$ cat config.mk
export PLATFORM = sky130hd
export DESIGN_NAME = card_pos_sweep
export DESIGN_NICKNAME = d
export VERILOG_FILES = /design/src/rtl/card_pos_pkg.sv /design/src/rtl/card_pos_hit.sv /design/src/rtl/card_pos_sweep.sv
export SDC_FILE = /design/constraint.sdc
export NUM_CORES = 1
export LEC_CHECK = 0
export CAP_MARGIN = 25
export CELL_PAD_IN_SITES_DETAIL_PLACEMENT = 0
export CELL_PAD_IN_SITES_GLOBAL_PLACEMENT = 1
export CORE_ASPECT_RATIO = 1.4
export CORE_UTILIZATION = 35
export CTS_BUF_LIST = sky130_fd_sc_hd__clkbuf_8
export CTS_CLUSTER_DIAMETER = 80
export CTS_CLUSTER_SIZE = 20
export DETAILED_ROUTE_END_ITERATION = 10
export PLACE_DENSITY = 0.85
export REMOVE_ABC_BUFFERS = 1
export SYNTH_ARGS = -nofsm -noshare
export SYNTH_HDL_FRONTEND = slang
export SYNTH_SLANG_ARGS = --single-unit
$ cat constraint.sdc
create_clock -name clk -period 3.72 [get_ports clk]
set_clock_uncertainty 0.15 [all_clocks]
set_input_delay 1.116 -clock clk [delete_from_list [all_inputs] [get_ports clk]]
set_output_delay 1.116 -clock clk [all_outputs]
set_load 0.01 [all_outputs]
$ cat src/rtl/card_pos_pkg.sv
// Shared types and default geometry for the card position sweep.
// Optional pointer hit test is enabled by defining CARD_POS_HIT_EN.
package card_pos_pkg;

   typedef enum logic {
      IDLE = 1'b0,
      RUN  = 1'b1
   } state_e;

   localparam int unsigned DEF_COLS    = 4;
   localparam int unsigned DEF_ROWS    = 4;
   localparam int unsigned DEF_COORD_W = 10;
   localparam int unsigned DEF_IDX_W   = 5;
   localparam int unsigned DEF_X0      = 60;
   localparam int unsigned DEF_Y0      = 121;
   localparam int unsigned DEF_PITCH_X = 100;
   localparam int unsigned DEF_PITCH_Y = 100;
   localparam int unsigned DEF_CARD_W  = 80;
   localparam int unsigned DEF_CARD_H  = 80;

   function automatic int unsigned num_slots(input int unsigned cols, input int unsigned rows);
      return cols * rows;
   endfunction

endpackage

$ cat src/rtl/card_pos_hit.sv
// Pointer-in-card box test with first-match latch; result published when the sweep ends.
// Only instantiated when CARD_POS_HIT_EN is defined.
module card_pos_hit
   import card_pos_pkg::*;
#(
   parameter int unsigned COORD_W = DEF_COORD_W,
   parameter int unsigned IDX_W   = DEF_IDX_W,
   parameter int unsigned CARD_W  = DEF_CARD_W,
   parameter int unsigned CARD_H  = DEF_CARD_H
) (
   input  logic               clk,
   input  logic               rst_n,
   input  logic               clear_i,
   input  logic               xfer_i,
   input  logic               last_i,
   input  logic [COORD_W-1:0] ptr_x_i,
   input  logic [COORD_W-1:0] ptr_y_i,
   input  logic [COORD_W-1:0] x_i,
   input  logic [COORD_W-1:0] y_i,
   input  logic [IDX_W-1:0]   slot_i,
   output logic               hit_valid_o,
   output logic [IDX_W-1:0]   hit_slot_o
);

   localparam logic [COORD_W:0] CARD_W_EXT = (COORD_W+1)'(CARD_W);
   localparam logic [COORD_W:0] CARD_H_EXT = (COORD_W+1)'(CARD_H);

   logic [COORD_W-1:0] px_q, py_q;
   logic               found_q, found_d;
   logic [IDX_W-1:0]   fslot_q, fslot_d;
   logic               hv_q, hv_d;
   logic [IDX_W-1:0]   hs_q, hs_d;
   logic [COORD_W:0]   px_w, py_w, x_lo, y_lo, x_hi, y_hi;
   logic               in_box;

   // One extra bit so x+CARD_W cannot wrap at the screen edge.
   assign px_w   = {1'b0, px_q};
   assign py_w   = {1'b0, py_q};
   assign x_lo   = {1'b0, x_i};
   assign y_lo   = {1'b0, y_i};
   assign x_hi   = x_lo + CARD_W_EXT;
   assign y_hi   = y_lo + CARD_H_EXT;
   assign in_box = (px_w >= x_lo) && (px_w < x_hi) && (py_w >= y_lo) && (py_w < y_hi);

   always_comb begin
      found_d = found_q;
      fslot_d = fslot_q;
      hv_d    = hv_q;
      hs_d    = hs_q;
      if (clear_i) begin
         found_d = 1'b0;
         fslot_d = '0;
         hv_d    = 1'b0;
         hs_d    = '0;
      end else if (xfer_i) begin
         if (!found_q && in_box) begin
            found_d = 1'b1;
            fslot_d = slot_i;
         end
         if (last_i) begin
            hv_d = found_q || in_box;
            hs_d = found_q ? fslot_q : (in_box ? slot_i : '0);
         end
      end
   end

   always_ff @(posedge clk or negedge rst_n) begin
      if (!rst_n) begin
         px_q    <= '0;
         py_q    <= '0;
         found_q <= 1'b0;
         fslot_q <= '0;
         hv_q    <= 1'b0;
         hs_q    <= '0;
      end else begin
         if (clear_i) begin
            px_q <= ptr_x_i;
            py_q <= ptr_y_i;
         end
         found_q <= found_d;
         fslot_q <= fslot_d;
         hv_q    <= hv_d;
         hs_q    <= hs_d;
      end
   end

   assign hit_valid_o = hv_q;
   assign hit_slot_o  = hs_q;

endmodule

$ cat src/rtl/card_pos_sweep.sv
// Streams (slot, x, y) for every card slot, column-major, over a valid/ready handshake.
// Define CARD_POS_HIT_EN to add the pointer hit-test ports and logic.
module card_pos_sweep
   import card_pos_pkg::*;
#(
   parameter int unsigned COLS    = DEF_COLS,
   parameter int unsigned ROWS    = DEF_ROWS,
   parameter int unsigned COORD_W = DEF_COORD_W,
   parameter int unsigned IDX_W   = DEF_IDX_W,
   parameter int unsigned X0      = DEF_X0,
   parameter int unsigned Y0      = DEF_Y0,
   parameter int unsigned PITCH_X = DEF_PITCH_X,
   parameter int unsigned PITCH_Y = DEF_PITCH_Y,
   parameter int unsigned CARD_W  = DEF_CARD_W,
   parameter int unsigned CARD_H  = DEF_CARD_H
) (
   input  logic               clk,
   input  logic               rst_n,
   input  logic               start,
   input  logic               abort,
   output logic               busy,
   output logic               done,
   output logic               out_valid,
   input  logic               out_ready,
   output logic [IDX_W-1:0]   out_slot,
   output logic [COORD_W-1:0] out_x,
   output logic [COORD_W-1:0] out_y
`ifdef CARD_POS_HIT_EN
   ,
   input  logic [COORD_W-1:0] ptr_x,
   input  logic [COORD_W-1:0] ptr_y,
   output logic               hit_valid,
   output logic [IDX_W-1:0]   hit_slot
`endif
);

   localparam int unsigned NUM_SLOTS = num_slots(COLS, ROWS);
   localparam int unsigned ROW_W     = (ROWS > 1) ? $clog2(ROWS) : 1;

   localparam logic [COORD_W-1:0] X0_C      = COORD_W'(X0);
   localparam logic [COORD_W-1:0] Y0_C      = COORD_W'(Y0);
   localparam logic [COORD_W-1:0] PITCH_X_C = COORD_W'(PITCH_X);
   localparam logic [COORD_W-1:0] PITCH_Y_C = COORD_W'(PITCH_Y);
   localparam logic [ROW_W-1:0]   ROW_LAST  = ROW_W'(ROWS - 1);
   localparam logic [IDX_W-1:0]   SLOT_LAST = IDX_W'(NUM_SLOTS);

   if (X0 + (COLS - 1) * PITCH_X + CARD_W >= (1 << COORD_W)) begin : g_chk_x
      $error("card_pos_sweep: x range exceeds COORD_W");
   end
   if (Y0 + (ROWS - 1) * PITCH_Y + CARD_H >= (1 << COORD_W)) begin : g_chk_y
      $error("card_pos_sweep: y range exceeds COORD_W");
   end
   if (NUM_SLOTS >= (1 << IDX_W)) begin : g_chk_idx
      $error("card_pos_sweep: IDX_W too narrow for NUM_SLOTS");
   end

   state_e             state_q, state_d;
   logic [ROW_W-1:0]   row_q, row_d;
   logic [IDX_W-1:0]   slot_q, slot_d;
   logic [COORD_W-1:0] x_q, x_d;
   logic [COORD_W-1:0] y_q, y_d;
   logic               done_q, done_d;
   logic               start_acc, xfer, last_xfer;

   assign start_acc = (state_q == IDLE) && start;
   // abort wins over a transfer presented in the same cycle
   assign xfer      = (state_q == RUN) && out_ready && !abort;
   assign last_xfer = xfer && (slot_q == SLOT_LAST);

   always_comb begin
      state_d = state_q;
      row_d   = row_q;
      slot_d  = slot_q;
      x_d     = x_q;
      y_d     = y_q;
      done_d  = 1'b0;
      unique case (state_q)
         IDLE: begin
            if (start_acc) begin
               state_d = RUN;
               row_d   = '0;
               slot_d  = IDX_W'(1);
               x_d     = X0_C;
               y_d     = Y0_C;
            end
         end
         RUN: begin
            if (abort || last_xfer) begin
               state_d = IDLE;
               done_d  = last_xfer;
               row_d   = '0;
               slot_d  = '0;
               x_d     = '0;
               y_d     = '0;
            end else if (xfer) begin
               slot_d = slot_q + IDX_W'(1);
               if (row_q != ROW_LAST) begin
                  row_d = row_q + ROW_W'(1);
                  y_d   = y_q + PITCH_Y_C;
               end else begin
                  row_d = '0;
                  y_d   = Y0_C;
                  x_d   = x_q + PITCH_X_C;
               end
            end
         end
         default: state_d = IDLE;
      endcase
   end

   always_ff @(posedge clk or negedge rst_n) begin
      if (!rst_n) begin
         state_q <= IDLE;
         row_q   <= '0;
         slot_q  <= '0;
         x_q     <= '0;
         y_q     <= '0;
         done_q  <= 1'b0;
      end else begin
         state_q <= state_d;
         row_q   <= row_d;
         slot_q  <= slot_d;
         x_q     <= x_d;
         y_q     <= y_d;
         done_q  <= done_d;
      end
   end

   assign busy      = (state_q == RUN);
   assign out_valid = (state_q == RUN);
   assign done      = done_q;
   assign out_slot  = slot_q;
   assign out_x     = x_q;
   assign out_y     = y_q;

`ifdef CARD_POS_HIT_EN
   card_pos_hit #(
      .COORD_W (COORD_W),
      .IDX_W   (IDX_W),
      .CARD_W  (CARD_W),
      .CARD_H  (CARD_H)
   ) u_hit (
      .clk         (clk),
      .rst_n       (rst_n),
      .clear_i     (start_acc),
      .xfer_i      (xfer),
      .last_i      (last_xfer),
      .ptr_x_i     (ptr_x),
      .ptr_y_i     (ptr_y),
      .x_i         (x_q),
      .y_i         (y_q),
      .slot_i      (slot_q),
      .hit_valid_o (hit_valid),
      .hit_slot_o  (hit_slot)
   );
`endif

endmodule

==> out/qor.txt, run 1 <==
H-Tree Depth - 1
Worst-path clk slew - 90 ps
Clock latency at the later pin of the worst-skew pair - 270 ps
Max Slew Vio Count - 0
Synth cell types - 43
Area delta synth->final - 25.1%
Worst-margin pin slew - 788 ps
Diode count - 0
CP Launch Type - input pin
Relative slew slack - 47.3%
HP Class - reg -> reg
Min Tclk post-route - 2990 ps
DRT Wirelength - 3510 um
Clock sink count - 26
Total congestion overflow - 0
Synth Area in XOR/XNOR - 3.58%
Mux contribution to synthesized area - 1.53%
YS warnings - 0
Vias post-DR - 1,282
Global-route wire length before repair - 6180 um
Adder-Cell Fraction of Synth Area - 4.26%
Die Span Y - 78.6 um
Critical Path Sink Type - register
CTS Buf Count - 3
Final Hold Fails - 0
Final Instance Area - 1840 sq um
Commonest non-fill, non-tap cell in the layout - clkdlybuf4s50_1
Data required time of the worst path - 3730 ps
Pleak - 0.782 nW
Setup TNS - 0 ps
Root buffer cell - clkbuf_8
IO Port Bufs - 29
Gate Count Post-Synth - 153
CORE AREA - 3990 sq um
Failing checks - design-rule violations
Ys flop type - dfrtp_1
Simple-gate share of the synthesized area - 21.2%
Ports - 33
First-pass DRT Iterations - 7
Synthesized cell area - 1470 sq um
Largest family of logic cells by synthesized area - simple AND/OR/NAND/NOR gates
Hold_buf cts - 0
Reg2Reg Setup Slack - 1470 ps
Power density cells - 512 nW/um^2
Largest net degree at the start of global routing - 27
Placer congestion estimate - 0.811
Max_cap viols - 0
Asr flop ratio synth - 100%
Initial DRC Count - 58
Compound-Gate Fraction of Synth Area - 19.9%
Most frequent cells in the layout - 29 x clkdlybuf4s50_1, 26 x dfrtp_1, 15 x nor2_1
Vias in the first global route - 1,327
Layout Nets - 193
Post-CTS Setup Bufs - 0
Syn avg cell area - 9.59 sq um
DR WL/cell - 15.6 um
Setup CP Type - in -> reg
# setup viols final - 0
RSZ-0062 raised after global routing - false
# resized after CTS - 0
Critical-path maximum fanout - 7
Die width - 56.7 um
CP Data Arrival Time - 3000 ps
Highest Clock Rate - 335 MHz
CTS tree - yes
FP Rows - 27
CTS max path bufs - 2
Antenna Nets Post-Route - 0
Flops & latches, synth - 26
Share of cells above drive strength 1 - 8.24%
GRT Total Usage - 17.4%
Initial Utilization - 36.8%
Initial antenna violation count - 0
Register area share after synthesis - 44.3%
Worst hold margin - 338 ps
Die area - 4460 sq um
Vias per cell - 5.70
DR DRC count - 2
Placed inst area - 1780 sq um
Maximum VDD drop - 0.377 mV
Final HPWL DP - 2680 um
Period utilisation layout - 80.4%
Number of fill cells - 394
EDFF count, synth - 0
Outcome - complete, but fails checks
## report_power, final
part           total, mW  internal, mW  leakage, nW  switching (mW)
sequential         0.408         0.335        0.336          0.0727
clock              0.184        0.0946       0.0288          0.0894
combinational      0.348         0.183        0.417           0.166
total              0.940         0.612        0.782           0.328
## layout make-up
class / instances / area, sq um / area share (%)
well taps: 43 / 53.8 / 2.93
clock buffers: 4 / 55.1 / 3.00
flip-flops and latches: 26 / 651 / 35.4
inverters: 7 / 26.3 / 1.43
multi-input cells: 115 / 753 / 41.0
repair buffers: 30 / 298 / 16.2
## synth_stat cells (2+ instances only)
cell / n / area [sq um]
o22ai_1: 2 / 12.5
o21ai_0: 8 / 40.0
nand3_1: 8 / 40.0
nand2_1: 9 / 33.8
or2_2: 2 / 12.5
nor4b_1: 2 / 17.5
ha_1: 5 / 62.6
dfrtp_1: 26 / 651
nand2b_1: 3 / 18.8
o31ai_1: 6 / 45.0
a21oi_1: 8 / 40.0
nor3_1: 4 / 20.0
and2_1: 2 / 12.5
a211oi_1: 3 / 22.5
or4_1: 2 / 15.0
a21o_1: 2 / 15.0
buf_4: 5 / 37.5
xnor2_1: 5 / 43.8
o221ai_1: 2 / 17.5
nor2_1: 15 / 56.3
a211o_1: 2 / 17.5
nor2b_1: 2 / 12.5
mux2_2: 2 / 22.5
nor4_1: 2 / 12.5
inv_1: 7 / 26.3
clkbuf_1: 2 / 7.51
## per-stage QoR
step / setup WS [ps] / std cells / power, mW / utilization, %
after global placement: 543 / 221 / 0.754 / 44.7
after global routing: 629 / 225 / 1.00 / 46.1
final: 731 / 225 / 0.940 / 46.1
after floorplan: 1330 / 148 / 0.587 / -
after CTS: 749 / 225 / 0.947 / 46.1
after detailed placement: 475 / 221 / 0.763 / 44.7
## state kept, by name, indices dropped and copies added, names as in the netlist
name	flops
out_x	8
out_slot	5
done	1
out_y	9
row_q	2
busy	1
## worst max-delay path: stages
cell             delay (ps)
clkdlybuf4s50_1         600
and4b_1                 440
a211oi_4                140
nor2_2                  310
mux2_2                  380
## metal layers
layer	share of wire (%)	vias to the layer above	global-route usage, %
li1	-	611	-
met5	0	-	0
met2	54	34	32.3
met4	2.5	0	6.83
met3	3.5	8	2.47
met1	40	629	19.7
## final timing paths
kind / startpoint / end / cells past startpoint
setup / recovery: out_ready / out_x[2]$_DFFE_PN0P_ / 5
hold / removal: row_q[1]$_DFFE_PN0P_ / row_q[1]$_DFFE_PN0P_ / 2
setup reg to reg: busy$_DFF_PN0_ / out_y[4]$_DFFE_PN0P_ / 4
hold reg to reg: row_q[1]$_DFFE_PN0P_ / row_q[1]$_DFFE_PN0P_ / 2
max in group asynchronous: rst_n / out_x[4]$_DFFE_PN0P_ / 2
min in group asynchronous: rst_n / out_x[2]$_DFFE_PN0P_ / 2
## kinds of logic (layout without fill, tap and decap cells)
logic type	count (synthesis)	count (layout)
AOI/OAI and AO/OA	41	41
xor gates and xnor gates	6	6
adders and majority gates	5	5
buffers and inverters	14	41
DFF	26	26
muxes	2	2
other	1	3
and+or+nand+nor	58	58
Note: power is estimated with default switching activity, not from simulation.
==> run 2: changes to the inputs <==
==> constraint.sdc (replaced) <==
create_clock -name clk -period 2.9 [get_ports clk]
set_clock_uncertainty 0.15 [all_clocks]
set_input_delay 0.87 -clock clk [delete_from_list [all_inputs] [get_ports clk]]
set_output_delay 0.87 -clock clk [all_outputs]
set_load 0.01 [all_outputs]
==> run 2 against run 1 <==
  * The flow still finishes with violations (design-rule violations)
  * Sequential power rose by 27%
  * Via count rose by 6.2%
  * Cell area rose by 3.3%
  * Global-route usage rose by 1.2 points
  * Final cell count rose by 3.6%
  * Sequential share of layout area fell by 1.1 points
  * Flip-flop and latch count did not move
  * Critical path depth did not move
  * Largest power group unchanged
  * Highest routed layer unchanged
  * Critical endpoint is now out_x[8]$_DFFE_PN0P_
  * Clock power rose by 29%
  * Critical path type unchanged
  * Die area did not move
  * Non-clock buffer count rose by 8
  * Register-to-register slack got worse by 710 ps
==> out/qor.txt, run 2 (same netlist as run 1, synthesis figures left out) <==
Outcome - complete, but fails checks
Failing checks - design-rule violations
Pleak - 0.820 nW
First-pass DRT Iterations - 7
CTS Buf Count - 3
Layout Nets - 201
Min Tclk post-route - 2540 ps
Root buffer cell - clkbuf_8
Total power - 1.23 mW
Post-CTS Setup Bufs - 0
Max Slew Vio Count - 0
Vias per cell - 5.85
Max_cap viols - 0
Clk pwr share - 19.3%
Final Instance Area - 1900 sq um
Critical-path maximum fanout - 7
Int Pwr - 801 uW
CTS tree - yes
Diode count - 0
Period utilisation layout - 87.4%
RSZ-0062 raised after global routing - false
Worst-path clk slew - 90 ps
Ports - 33
Commonest non-fill, non-tap cell in the layout - clkdlybuf4s50_1
Setup CP Type - in -> reg
Placer congestion estimate - 0.869
Switching share of power - 35.0%
Largest net degree at the start of global routing - 27
Psw - 430 uW
CORE AREA - 3990 sq um
Finished Core Util - 47.6%
Logic pwr share - 38.6%
Sequential group share of total power - 42.1%
Final Hold Fails - 0
Die Span Y - 78.6 um
Max FFs per register - 9
# resized after CTS - 0
Data required time of the worst path - 2950 ps
DR WL/cell - 16.5 um
Hold_buf cts - 0
Total congestion overflow - 0
IO Port Bufs - 29
Setup TNS - 0 ps
Global-route wire length before repair - 6500 um
Vias in the first global route - 1,417
GRT Total Usage - 18.6%
FP Rows - 27
CTS max path bufs - 2
Placed inst area - 1840 sq um
Vias post-DR - 1,362
# setup viols final - 0
CP Data Arrival Time - 2580 ps
Power density cells - 649 nW/um^2
Share of cells above drive strength 1 - 12.1%
Critical Path Sink Type - register
Initial Utilization - 36.8%
Clock latency at the later pin of the worst-skew pair - 270 ps
Final HPWL DP - 2880 um
Most frequent cells in the layout - 29 x clkdlybuf4s50_1, 26 x dfrtp_1, 15 x nor2_1
Initial DRC Count - 68
Initial antenna violation count - 0
Clock sink count - 26
DRT Wirelength - 3850 um
Die area - 4460 sq um
Area delta synth->final - 29.2%
DR DRC count - 2
Die width - 56.7 um
Antenna Nets Post-Route - 0
CP Launch Type - input pin
HP Class - reg -> reg
Highest Clock Rate - 394 MHz
Number of fill cells - 388
Maximum VDD drop - 0.388 mV
H-Tree Depth - 1
run 2: cell type report:
type                       count  area, sq um  area share (%)
multi-input combinational    115          753            39.7
sequential                    26          651            34.3
timing repair buffer          38          358            18.9
clock buffer                   4         55.1            2.90
tap                           43         53.8            2.84
inverter                       7         26.3            1.39
run 2: worst max-delay path: stages:
cell and delay, ps:
clkdlybuf4s50_1 480, and4b_1 400, a211oi_4 140, or4_1 500
a21oi_1 180
run 2: final timing paths:
path / slack [ps] / cells past startpoint / endpoint / from
worst min-delay path: 340 / 2 / row_q[1]$_DFFE_PN0P_ / row_q[1]$_DFFE_PN0P_
worst max register to register: 760 / 6 / out_x[8]$_DFFE_PN0P_ / out_slot[0]$_DFFE_PN0P_
worst min register to register: 340 / 2 / row_q[1]$_DFFE_PN0P_ / row_q[1]$_DFFE_PN0P_
min in group asynchronous: 810 / 2 / out_x[9]$_DFFE_PN0P_ / rst_n
worst max-delay path: 360 / 5 / out_x[8]$_DFFE_PN0P_ / out_ready
max in group asynchronous: 1540 / 2 / out_y[7]$_DFFE_PN0P_ / rst_n
run 2: per-stage QoR:
step | worst slack (ps) | hold slack [ps] | instances
floorplan | 756 | 293 | 148
global placement | 189 | 306 | 229
detailed placement | 108 | 327 | 229
CTS | 373 | 348 | 233
global route | 310 | 373 | 233
finish | 365 | 339 | 233
run 2: power groups by stage:
stage | sequential (mW) | combinational (mW) | clock (mW)
floorplan | 0.543 | 0.209 | 0
global placement | 0.519 | 0.466 | 0
finish | 0.519 | 0.475 | 0.237
detailed placement | 0.525 | 0.474 | 0
global route | 0.532 | 0.524 | 0.259
CTS | 0.519 | 0.476 | 0.242
run 2: per-layer routing:
metal	routed length [um]	track usage [%]	share of wire, %
met1	1540	21.2	40
met2	1960	32.1	51
met3	198	3.29	5.1
met4	157	11.0	4.1
met5	0	0	0
==> run 3: changes to the inputs <==
--- a/config.mk
+++ b/config.mk
@@ -16,6 +16,7 @@
 export DETAILED_ROUTE_END_ITERATION = 10
 export PLACE_DENSITY = 0.85
 export REMOVE_ABC_BUFFERS = 1
+export SLEW_MARGIN = 10
 export SYNTH_ARGS = -nofsm -noshare
 export SYNTH_HDL_FRONTEND = slang
 export SYNTH_SLANG_ARGS = --single-unit
==> constraint.sdc (replaced) <==
create_clock -name clk -period 3.3 [get_ports clk]
set_clock_uncertainty 0.15 [all_clocks]
set_input_delay 0.99 -clock clk [delete_from_list [all_inputs] [get_ports clk]]
set_output_delay 0.99 -clock clk [all_outputs]
set_load 0.01 [all_outputs]
==> run 3 against run 2 <==
  * The run still ends with design-rule violations left
  * Die area unchanged
  * Sequential power is 11% lower
  * Clock-buffer cell count did not move
  * Power shrank 13%
  * Combinational power down 15%
  * Flip-flop and latch count unchanged
  * Critical path type is now reg -> out
  * Largest cell class unchanged
  * Largest power group unchanged
==> out/qor.txt, run 3 (same netlist as run 1, synthesis figures left out) <==
Outcome - complete, but fails checks
Failing checks - design-rule violations
Die width - 56.7 um
Pre-CTS setup slack - 407 ps
Worst path top cell family by delay - flip-flops
Non-Filler Instances - 230
Share of cells above drive strength 1 - 10.7%
Largest net degree at the start of global routing - 27
Pleak - 0.806 nW
H-Tree Depth - 1
Clock latency at the later pin of the worst-skew pair - 270 ps
Worst reg2reg path endpoint - out_x[2]$_DFFE_PN0P_
Reg2Reg Setup Slack - 1210 ps
GRT Total Usage - 18.1%
Clock sink count - 26
Max Slew Vio Count - 0
DR DRC count - 2
Final Instance Area - 1870 sq um
Hold-critical path depth - 2
Min Tclk post-route - 2700 ps
Hold_buf cts - 0
R2R cell count - 6
Maximum VDD drop - 0.319 mV
DR WL/cell - 16.0 um
Hold Path Sink - row_q[1]$_DFFE_PN0P_
Total congestion overflow - 0
Post-CTS Setup Bufs - 0
Vias post-DR - 1,293
Critical-path top delay cell - dfrtp_1
Final worst slack - 597 ps
Total power - 1.07 mW
Int Pwr - 698 uW
Initial antenna violation count - 0
Finished Core Util - 47.0%
Hold path start - row_q[1]$_DFFE_PN0P_
Area delta synth->final - 27.7%
# setup viols final - 0
Period utilisation layout - 81.9%
Setup CP Type - reg -> out
Clk pwr share - 19.1%
CTS max path bufs - 2
IO Port Bufs - 29
Placed cells - 226
Layout Nets - 198
CP Buf/Inv Count - 1
Vias per cell - 5.62
Vias in the first global route - 1,388
RSZ-0062 raised after global routing - false
CTS tree - yes
Critical Path Sink Type - primary output
Data required time of the worst path - 2160 ps
DRT Wirelength - 3670 um
Final Hold Fails - 0
Crit path largest cell delay - 650 ps
CP Launch Type - register
Max FFs per register - 9
Placed inst area - 1820 sq um
Initial Utilization - 36.8%
Die Span Y - 78.6 um
# resized after CTS - 0
Die area - 4460 sq um
CP Cell Sequence - clkdlybuf4s50_1
Power density cells - 571 nW/um^2
HP Class - reg -> reg
Logic pwr share - 37.7%
Initial DRC Count - 32
Max_cap viols - 0
Worst hold margin - 342 ps
CTS Buf Count - 3
Worst R2R Start - out_slot[0]$_DFFE_PN0P_
Sequential group share of total power - 43.2%
Critical-path maximum fanout - 17
Diode count - 0
Most frequent cells in the layout - 29 x clkdlybuf4s50_1, 26 x dfrtp_1, 15 x nor2_1
Placer congestion estimate - 0.836
Psw - 372 uW
Switching share of power - 34.8%
CORE AREA - 3990 sq um
Antenna Nets Post-Route - 0
Global-route wire length before repair - 6370 um
CP Data Arrival Time - 1560 ps
Commonest non-fill, non-tap cell in the layout - clkdlybuf4s50_1
FP Rows - 27
Ports - 33
First-pass DRT Iterations - 9
Root buffer cell - clkbuf_8
Highest Clock Rate - 370 MHz
Setup TNS - 0 ps
Final HPWL DP - 2890 um
Worst-path clk slew - 90 ps
## run 3: cell count changes in the layout (fill, tap and decap cells not counted), sizes merged
cell,change
buf,-3
## run 3: layout make-up
cell class | count | area (sq um)
Clock buffer | 4 | 55.1
Fill cell | 392 | 2110
Inverter | 7 | 26.3
Multi-Input combinational cell | 115 | 753
Sequential cell | 26 | 651
Tap cell | 43 | 53.8
Timing Repair Buffer | 35 | 335
## run 3: how the worst max path moves through the flow
stage	from	endpoint	cells past startpoint
after global routing	busy$_DFF_PN0_	busy	1
after global placement	out_ready	out_x[3]$_DFFE_PN0P_	5
after CTS	busy$_DFF_PN0_	busy	1
final	busy$_DFF_PN0_	busy	1
after detailed placement	out_ready	out_x[3]$_DFFE_PN0P_	5
after floorplan	start	out_y[4]$_DFFE_PN0P_	4
## run 3: per-layer routing
layer	part of all wire (%)	global-route usage [%]	wire [um]	up-vias
li1	-	-	-	618
met1	39	19.8	1450	633
met2	55	35.1	2010	36
met3	4.1	2.31	150	6
met5	0	0	0	-
met4	1.7	6.34	63	0
## run 3: power by group through the flow
stage,registers [mW],logic [mW],clock network [mW]
2_1_floorplan,0.477,0.184,0
3_3_place_gp,0.464,0.395,0
3_5_place_dp,0.466,0.405,0
4_1_cts,0.461,0.406,0.207
5_1_grt,0.476,0.445,0.219
6_report,0.462,0.403,0.205
